$ cat config.mk
export PLATFORM = sky130hd
export DESIGN_NAME = fec_hv_dac_spi
export DESIGN_NICKNAME = d
export VERILOG_FILES = /design/src/rtl/fec_hv_dac_pkg.sv /design/src/rtl/fec_hv_dac_sclk_gen.sv /design/src/rtl/fec_hv_dac_spi.sv
export SDC_FILE = /design/constraint.sdc
export NUM_CORES = 1
export LEC_CHECK = 0
export CAP_MARGIN = 15
export CORE_MARGIN = 2
export CORE_UTILIZATION = 52
export CTS_CLUSTER_SIZE = 40
export DETAILED_ROUTE_END_ITERATION = 6
export PLACE_DENSITY = 0.8
export SYNTH_ARGS = -nofsm -noshare
export SYNTH_HDL_FRONTEND = slang
export SYNTH_SLANG_ARGS = --single-unit
$ cat constraint.sdc
create_clock -name clk -period 2 [get_ports clk]
set_input_delay 0.2 -clock clk [delete_from_list [all_inputs] [get_ports clk]]
set_output_delay 0.2 -clock clk [all_outputs]
set_load 0.02 [all_outputs]
$ cat src/rtl/fec_hv_dac_pkg.sv
// Shared constants and types for the FEC HV bias DAC serial driver.
// Slow-control addresses map chips 0..3 to 0x60..0x63, LDAC strobe at 0x71.
package fec_hv_dac_pkg;

    typedef enum logic [2:0] {
        HV_IDLE  = 3'd0,
        HV_SETUP = 3'd1,
        HV_SHIFT = 3'd2,
        HV_GAP   = 3'd3,
        HV_LDAC  = 3'd4,
        HV_DONE  = 3'd5
    } hv_dac_state_t;

    localparam int          HV_DAC_FRAME_BITS = 24;
    localparam int          HV_DAC_NUM_CHIPS  = 4;
    localparam logic [31:0] HV_DAC_ADDR_BASE  = 32'h60;
    localparam logic [31:0] HV_DAC_ADDR_LDAC  = 32'h71;
    localparam int          HV_DAC_RB_BIT     = 31;

    // Counter width able to hold n-1, never narrower than one bit.
    function automatic int hv_dac_cnt_w(input int n);
        return (n > 1) ? $clog2(n) : 1;
    endfunction

    function automatic int hv_dac_max3(input int a, input int b, input int c);
        int m;
        m = (a > b) ? a : b;
        return (m > c) ? m : c;
    endfunction

    function automatic logic [31:0] hv_dac_chip_addr(input int chip);
        return HV_DAC_ADDR_BASE + 32'(chip);
    endfunction

endpackage

$ cat src/rtl/fec_hv_dac_sclk_gen.sv
// SCLK divider and bit counter: low phase then high phase per bit, each
// CLK_DIV cycles, with rise/fall/last strobes for the frame sequencer.
module fec_hv_dac_sclk_gen
    import fec_hv_dac_pkg::*;
#(
    parameter int FRAME_BITS = HV_DAC_FRAME_BITS,
    parameter int CLK_DIV    = 4,
    localparam int DIV_W     = hv_dac_cnt_w(CLK_DIV),
    localparam int BIT_W     = hv_dac_cnt_w(FRAME_BITS)
) (
    input  logic             clk,
    input  logic             rst,
    input  logic             start,
    input  logic             run,
    output logic             rise,
    output logic             fall,
    output logic             last,
    output logic [BIT_W-1:0] bit_cnt
);

    logic [DIV_W-1:0] div_cnt;
    logic             high_phase;
    logic             div_end;

    assign div_end = (div_cnt == '0);
    assign rise    = run && div_end && !high_phase;
    assign fall    = run && div_end && high_phase && (bit_cnt != '0);
    assign last    = run && div_end && high_phase && (bit_cnt == '0);

    // start coincides with the first SCLK fall, so the low phase begins next.
    always_ff @(posedge clk) begin
        if (rst) begin
            div_cnt    <= '0;
            high_phase <= 1'b0;
            bit_cnt    <= '0;
        end else if (start) begin
            div_cnt    <= DIV_W'(CLK_DIV - 1);
            high_phase <= 1'b0;
            bit_cnt    <= BIT_W'(FRAME_BITS - 1);
        end else if (run) begin
            if (div_end) begin
                div_cnt    <= DIV_W'(CLK_DIV - 1);
                high_phase <= !high_phase;
                if (high_phase) begin
                    bit_cnt <= bit_cnt - BIT_W'(1);
                end
            end else begin
                div_cnt <= div_cnt - DIV_W'(1);
            end
        end
    end

endmodule

$ cat src/rtl/fec_hv_dac_spi.sv
// Serial driver for the FEC HV bias DACs: shifts one frame to the selected
// chips (broadcast allowed) and optionally pulses LOAD_B afterwards.
module fec_hv_dac_spi
    import fec_hv_dac_pkg::*;
#(
    parameter int NUM_DAC    = HV_DAC_NUM_CHIPS,
    parameter int FRAME_BITS = HV_DAC_FRAME_BITS,
    parameter int CLK_DIV    = 4,
    parameter int SETUP_CYC  = 2,
    parameter int GAP_CYC    = 2,
    parameter int LDAC_CYC   = 2
) (
    input  logic                  clk,
    input  logic                  rst,
    // A command transfers on any cycle with cmd_valid && cmd_ready; cmd_ready
    // is a registered IDLE flag, and the requester holds cmd_* until then.
    input  logic                  cmd_valid,
    output logic                  cmd_ready,
    input  logic [NUM_DAC-1:0]    cmd_mask,
    input  logic [FRAME_BITS-1:0] cmd_word,
    input  logic                  cmd_ldac,
    output logic                  busy,
    output logic                  done,
    output logic [NUM_DAC-1:0]    hv_dac_sync_b,
    output logic                  hv_dac_sclk,
    output logic                  hv_dac_din,
    output logic                  hv_dac_load_b,
    output logic [2:0]            state_dbg
);

    localparam logic [2:0] ST_IDLE  = HV_IDLE;
    localparam logic [2:0] ST_SETUP = HV_SETUP;
    localparam logic [2:0] ST_SHIFT = HV_SHIFT;
    localparam logic [2:0] ST_GAP   = HV_GAP;
    localparam logic [2:0] ST_LDAC  = HV_LDAC;
    localparam logic [2:0] ST_DONE  = HV_DONE;

    localparam int BIT_W = hv_dac_cnt_w(FRAME_BITS);
    localparam int CNT_W = hv_dac_cnt_w(hv_dac_max3(SETUP_CYC, GAP_CYC, LDAC_CYC));

    logic [2:0]            state;
    logic [CNT_W-1:0]      cyc_cnt;
    logic [FRAME_BITS-1:0] shreg;
    logic                  ldac_q;

    logic                  sg_start;
    logic                  sg_run;
    logic                  sg_rise;
    logic                  sg_fall;
    logic                  sg_last;
    logic [BIT_W-1:0]      sg_bit_cnt;

    assign sg_start  = (state == ST_SETUP) && (cyc_cnt == '0);
    assign sg_run    = (state == ST_SHIFT);
    assign state_dbg = state;

    fec_hv_dac_sclk_gen #(
        .FRAME_BITS (FRAME_BITS),
        .CLK_DIV    (CLK_DIV)
    ) u_sclk_gen (
        .clk     (clk),
        .rst     (rst),
        .start   (sg_start),
        .run     (sg_run),
        .rise    (sg_rise),
        .fall    (sg_fall),
        .last    (sg_last),
        .bit_cnt (sg_bit_cnt)
    );

    always_ff @(posedge clk) begin
        if (rst) begin
            state         <= ST_IDLE;
            cmd_ready     <= 1'b0;
            busy          <= 1'b0;
            done          <= 1'b0;
            hv_dac_sync_b <= '1;
            hv_dac_sclk   <= 1'b1;
            hv_dac_din    <= 1'b0;
            hv_dac_load_b <= 1'b1;
            cyc_cnt       <= '0;
            shreg         <= '0;
            ldac_q        <= 1'b0;
        end else begin
            done <= 1'b0;
            case (state)
                ST_IDLE: begin
                    cmd_ready <= 1'b1;
                    if (cmd_valid && cmd_ready) begin
                        cmd_ready <= 1'b0;
                        busy      <= 1'b1;
                        ldac_q    <= cmd_ldac;
                        shreg     <= {cmd_word[FRAME_BITS-2:0], 1'b0};
                        // An empty mask has nothing to shift; go straight to LOAD_B or completion.
                        if (cmd_mask != '0) begin
                            state         <= ST_SETUP;
                            hv_dac_sync_b <= ~cmd_mask;
                            hv_dac_din    <= cmd_word[FRAME_BITS-1];
                            cyc_cnt       <= CNT_W'(SETUP_CYC - 1);
                        end else if (cmd_ldac) begin
                            state         <= ST_LDAC;
                            hv_dac_load_b <= 1'b0;
                            cyc_cnt       <= CNT_W'(LDAC_CYC - 1);
                        end else begin
                            state <= ST_DONE;
                            done  <= 1'b1;
                        end
                    end
                end
                ST_SETUP: begin
                    if (cyc_cnt == '0) begin
                        state       <= ST_SHIFT;
                        hv_dac_sclk <= 1'b0;
                    end else begin
                        cyc_cnt <= cyc_cnt - CNT_W'(1);
                    end
                end
                ST_SHIFT: begin
                    if (sg_rise) begin
                        hv_dac_sclk <= 1'b1;
                        // The DAC has taken this bit on the fall; present the next one.
                        if (sg_bit_cnt != '0) begin
                            hv_dac_din <= shreg[FRAME_BITS-1];
                            shreg      <= {shreg[FRAME_BITS-2:0], 1'b0};
                        end
                    end else if (sg_fall) begin
                        hv_dac_sclk <= 1'b0;
                    end else if (sg_last) begin
                        state         <= ST_GAP;
                        hv_dac_sync_b <= '1;
                        hv_dac_din    <= 1'b0;
                        cyc_cnt       <= CNT_W'(GAP_CYC - 1);
                    end
                end
                ST_GAP: begin
                    if (cyc_cnt == '0) begin
                        if (ldac_q) begin
                            state         <= ST_LDAC;
                            hv_dac_load_b <= 1'b0;
                            cyc_cnt       <= CNT_W'(LDAC_CYC - 1);
                        end else begin
                            state <= ST_DONE;
                            done  <= 1'b1;
                        end
                    end else begin
                        cyc_cnt <= cyc_cnt - CNT_W'(1);
                    end
                end
                ST_LDAC: begin
                    if (cyc_cnt == '0) begin
                        state         <= ST_DONE;
                        hv_dac_load_b <= 1'b1;
                        done          <= 1'b1;
                    end else begin
                        cyc_cnt <= cyc_cnt - CNT_W'(1);
                    end
                end
                ST_DONE: begin
                    state     <= ST_IDLE;
                    busy      <= 1'b0;
                    cmd_ready <= 1'b1;
                end
                default: begin
                    state <= ST_IDLE;
                end
            endcase
        end
    end

endmodule

==> impl_summary.md <==
Run status
The run finished with clean final reports.

Synthesis
The number of distinct library cell variants in the gate-level netlist after synthesis is 47. The proportion of netlist area held by the largest area contributor is 0.391. The most common cell in the netlist is dfxtp_1. By count the netlist is led by dfxtp_1, a21oi_1, mux2i_1, o31ai_1, nand2_1. The area of the mapped netlist is 0.00236 sq mm. The commonest register cell after synthesis is dfxtp_1.

The count of flip-flops with a built-in enable after synthesis is 0. The flip-flop and latch count after synthesis is 46. The fraction of registers with async set or reset after synthesis is 0. The share of the Yosys chip area taken by registers is 0.391.

After synthesis, the mean cell area works out to between 8 and 9 sq um. The library cell with the largest summed area after synthesis is dfxtp_1. By area the synthesized netlist is led by dfxtp_1, mux2i_1, a21oi_1. In the synthesized netlist, the number of instances is 268. The count of synthesis-stage warnings from yosys is 0. The number of nets in the synthesized netlist is 302.

Setup path
The worst reg2reg path depth is 4. For the worst setup path, the data arrival time is 1980 ps. For this run, the slowest stage of the critical path takes 580 ps. Data on the critical path is required at its endpoint by 2180 ps.

The endpoint identified for the worst register-to-register timing path is u_sclk_gen.bit_cnt[4]. The worst reg2reg path startpoint is state_dbg[1]. The largest individual stage delay along the critical path comes from the cell dfxtp_1.

The worst setup path is captured at a flip-flop. The worst register-to-register path has a setup slack of 200 ps. The worst setup path is launched from a flip-flop.

Traced cell by cell, the critical path runs through nor3b_4, nand3_1, o41ai_1, a31oi_1. The kind of critical path is reg -> reg. In this run the worst setup path terminates at u_sclk_gen.bit_cnt[4].

Tracing the worst setup path back leads to its startpoint at state_dbg[1]. Of all nets on the critical path, the largest fanout is 11.

STA
Headroom to the max-slew limit came out at 0.709. Setup violations remaining at the end of the flow were counted as 0. Setup repair after global routing left no endpoint under its margin. Based on the critical path, the design can be clocked at up to 555 MHz. The setup clock skew after layout is 8.22 ps. The final clock period utilization by the worst path is 0.902. The worst path needs 1800 ps of the cycle, external delays included. The hold violation count in the final report was 0.

The final max-slew violation count is 0. For the pin with the worst max-slew slack, the measured transition is roughly 440 ps. The setup TNS is 0 ps.

Cells and area
Compared with the post-synthesis result, the final layout area differs by 26.7%. The share of layout cells above drive strength 1 is 0.106. The filler cell count in the final layout is 371.

The register cell area after layout is 921 sq um. The area of combinational cells with multiple inputs is 0.00130 sq mm. The number of antenna repair diodes is 0. The layout net count is ~350.

Die
The horizontal die dimension is 71.3 um. The chip height is 71.3 um. The site row count is 24. The initial standard-cell utilization of the core is 0.541. The total I/O pin count is 45.

The region available for standard cell placement spans 0.00435 sq mm. The floorplan step defined a die boundary enclosing 0.00509 sq mm.

Clock network
Clock latency on the worst-skew pair, taken at its later pin, is about 300 ps. The clock-pin slew on the worst setup and hold paths is 90 ps. The number of clock sinks seen by CTS is 46. The tree is rooted in a clkbuf_8.

After clock tree synthesis, the flow added hold-fix buffers numbering 0. The quantity of gates resized following cts is 0. The maximum number of buffers from clock root to sink is 2. Post-CTS timing repair inserted 0 buffers for setup.

The number of buffers created by CTS is 5. The H-tree generated during clock tree synthesis spans 2 levels. The TritonCTS clock tree is yes.

Detailed routing
The number of nets with antenna violations after routing is 0. The number of DRC violations after detailed routing is 0. In the routed layout, each cell is associated on average with a via count of 5.90. The pre-antenna-repair detailed-routing pass consisted of 4 iterations. Dividing the detail-routed wire length by the instance count gives approximately 15 um. The via count is 2148. Summed over all layers, the routed wires come to 5290 um.

The starting DRC count in detailed routing is around 170.

Place
The HPWL after detailed placement is 3730 um. The number of port buffers is 44. The weighted congestion at the end of routability-driven global placement is 0.904.

Job
The count of maximum capacitance violations is 0.

GRT
The initial antenna violation count is 0. The overall routing resource usage is 0.218. The number of global-route vias before repair is 2034. Entering global routing, the biggest net connects 27 pins. The global-route wire length before repair is about 9100 um.

The overflow left after global routing is 0.

Power and ir drop
The total power is 0.00400 W. The cell area power density is 1340 mW/mm^2. The largest vdd supply drop is 750 uV.

Summed over all cells, the static leakage comes to 1.12 nW.

Hold path
The path class of the tightest hold or removal check is reg -> reg.
-- cell usage in the layout, fill, tap and decap left out, drive strengths merged, types with 2 or more instances in the layout --
cell type and n:
o21ai 9, nand3 6, or3 5, o31ai 22, a21oi 42, nand2b 3
xnor2 3, clkdlybuf4s50 44, inv 9, dfxtp 46, nand2 16, xor2 3
nand4 4, nor2 4, buf 15, clkbuf 7, a221o 4, or2 4
mux2i 22, nor3 9, nor2b 3, ha 2, a21o 2, nor4 3
o211ai 2, clkinv 2, nand3b 5, a31oi 2
-- per-stage QoR --
stage,worst slack [ps],cell area (sq um),instances,hold slack [ps],util
global route,29.9,2980,364,507,0.685
floorplan,289,2360,268,330,-
CTS,139,2980,364,490,0.685
detailed placement,58.2,2890,356,473,0.664
finish,197,2980,364,480,0.685
global placement,82.2,2890,356,444,0.664
-- state kept, by name (all words and copies together) (netlist names) --
register / flops
u_sclk_gen.high_phase: 1
u_sclk_gen.div_cnt: 2
u_sclk_gen.bit_cnt: 5
shreg: 23
cyc_cnt: 1
done: 1
ldac_q: 1
busy: 1
hv_dac_sclk: 1
state_dbg: 3
hv_dac_din: 1
cmd_ready: 1
hv_dac_load_b: 1
hv_dac_sync_b: 4
-- report_power, final --
part	internal, W	total [W]	leakage [nW]	switching [W]
Combinational	0.000896	0.00189	0.691	0.000997
Clock	0.000279	0.000582	0.0482	0.000303
Sequential	0.00124	0.00152	0.377	0.000279
Total	0.00242	0.00400	1.12	0.00158
-- cell families after synthesis --
kind of cell	share of synthesized area
muxes	0.0982
AOI/OAI and AO/OA	0.242
and+or+nand+nor	0.177
xor gates and xnor gates	0.0223
buffers and inverters	0.0595
DFF	0.391
adders and majority gates	0.0106
-- cell type report --
class                   instances  area share
clock buffers                   7      0.0289
well taps                      52      0.0218
multi-input cells             189       0.437
inverters                      10      0.0126
repair buffers                 59       0.190
clock inverters                 1     0.00168
flip-flops and latches         46       0.309
-- critical path, delay by kind of cell (launching register included) --
| family | cells | cell delay [ps] |
|---|---|---|
| flops | 1 | 580 |
| compound gates | 2 | 480 |
| simple gates | 2 | 610 |
-- per-layer routing --
layer,part of all wire,GRT usage
met4,0.0047,0.0818
met3,0.039,0.0295
met5,0,0
met2,0.48,0.359
met1,0.47,0.294
-- worst min path at each step --
| stage | start | endpoint | slack, ps | depth (start not counted) |
|---|---|---|---|---|
| finish | shreg[1] | shreg[1] | 480 | 2 |
| global route | shreg[1] | shreg[1] | 510 | 2 |
| CTS | shreg[1] | shreg[1] | 490 | 2 |
| detailed placement | hv_dac_sync_b[1] | hv_dac_sync_b[1] | 470 | 1 |
| global placement | shreg[1] | shreg[1] | 440 | 2 |
| floorplan | cmd_word[0] | shreg[1] | 330 | 2 |
(Power assumes the default switching activity.)
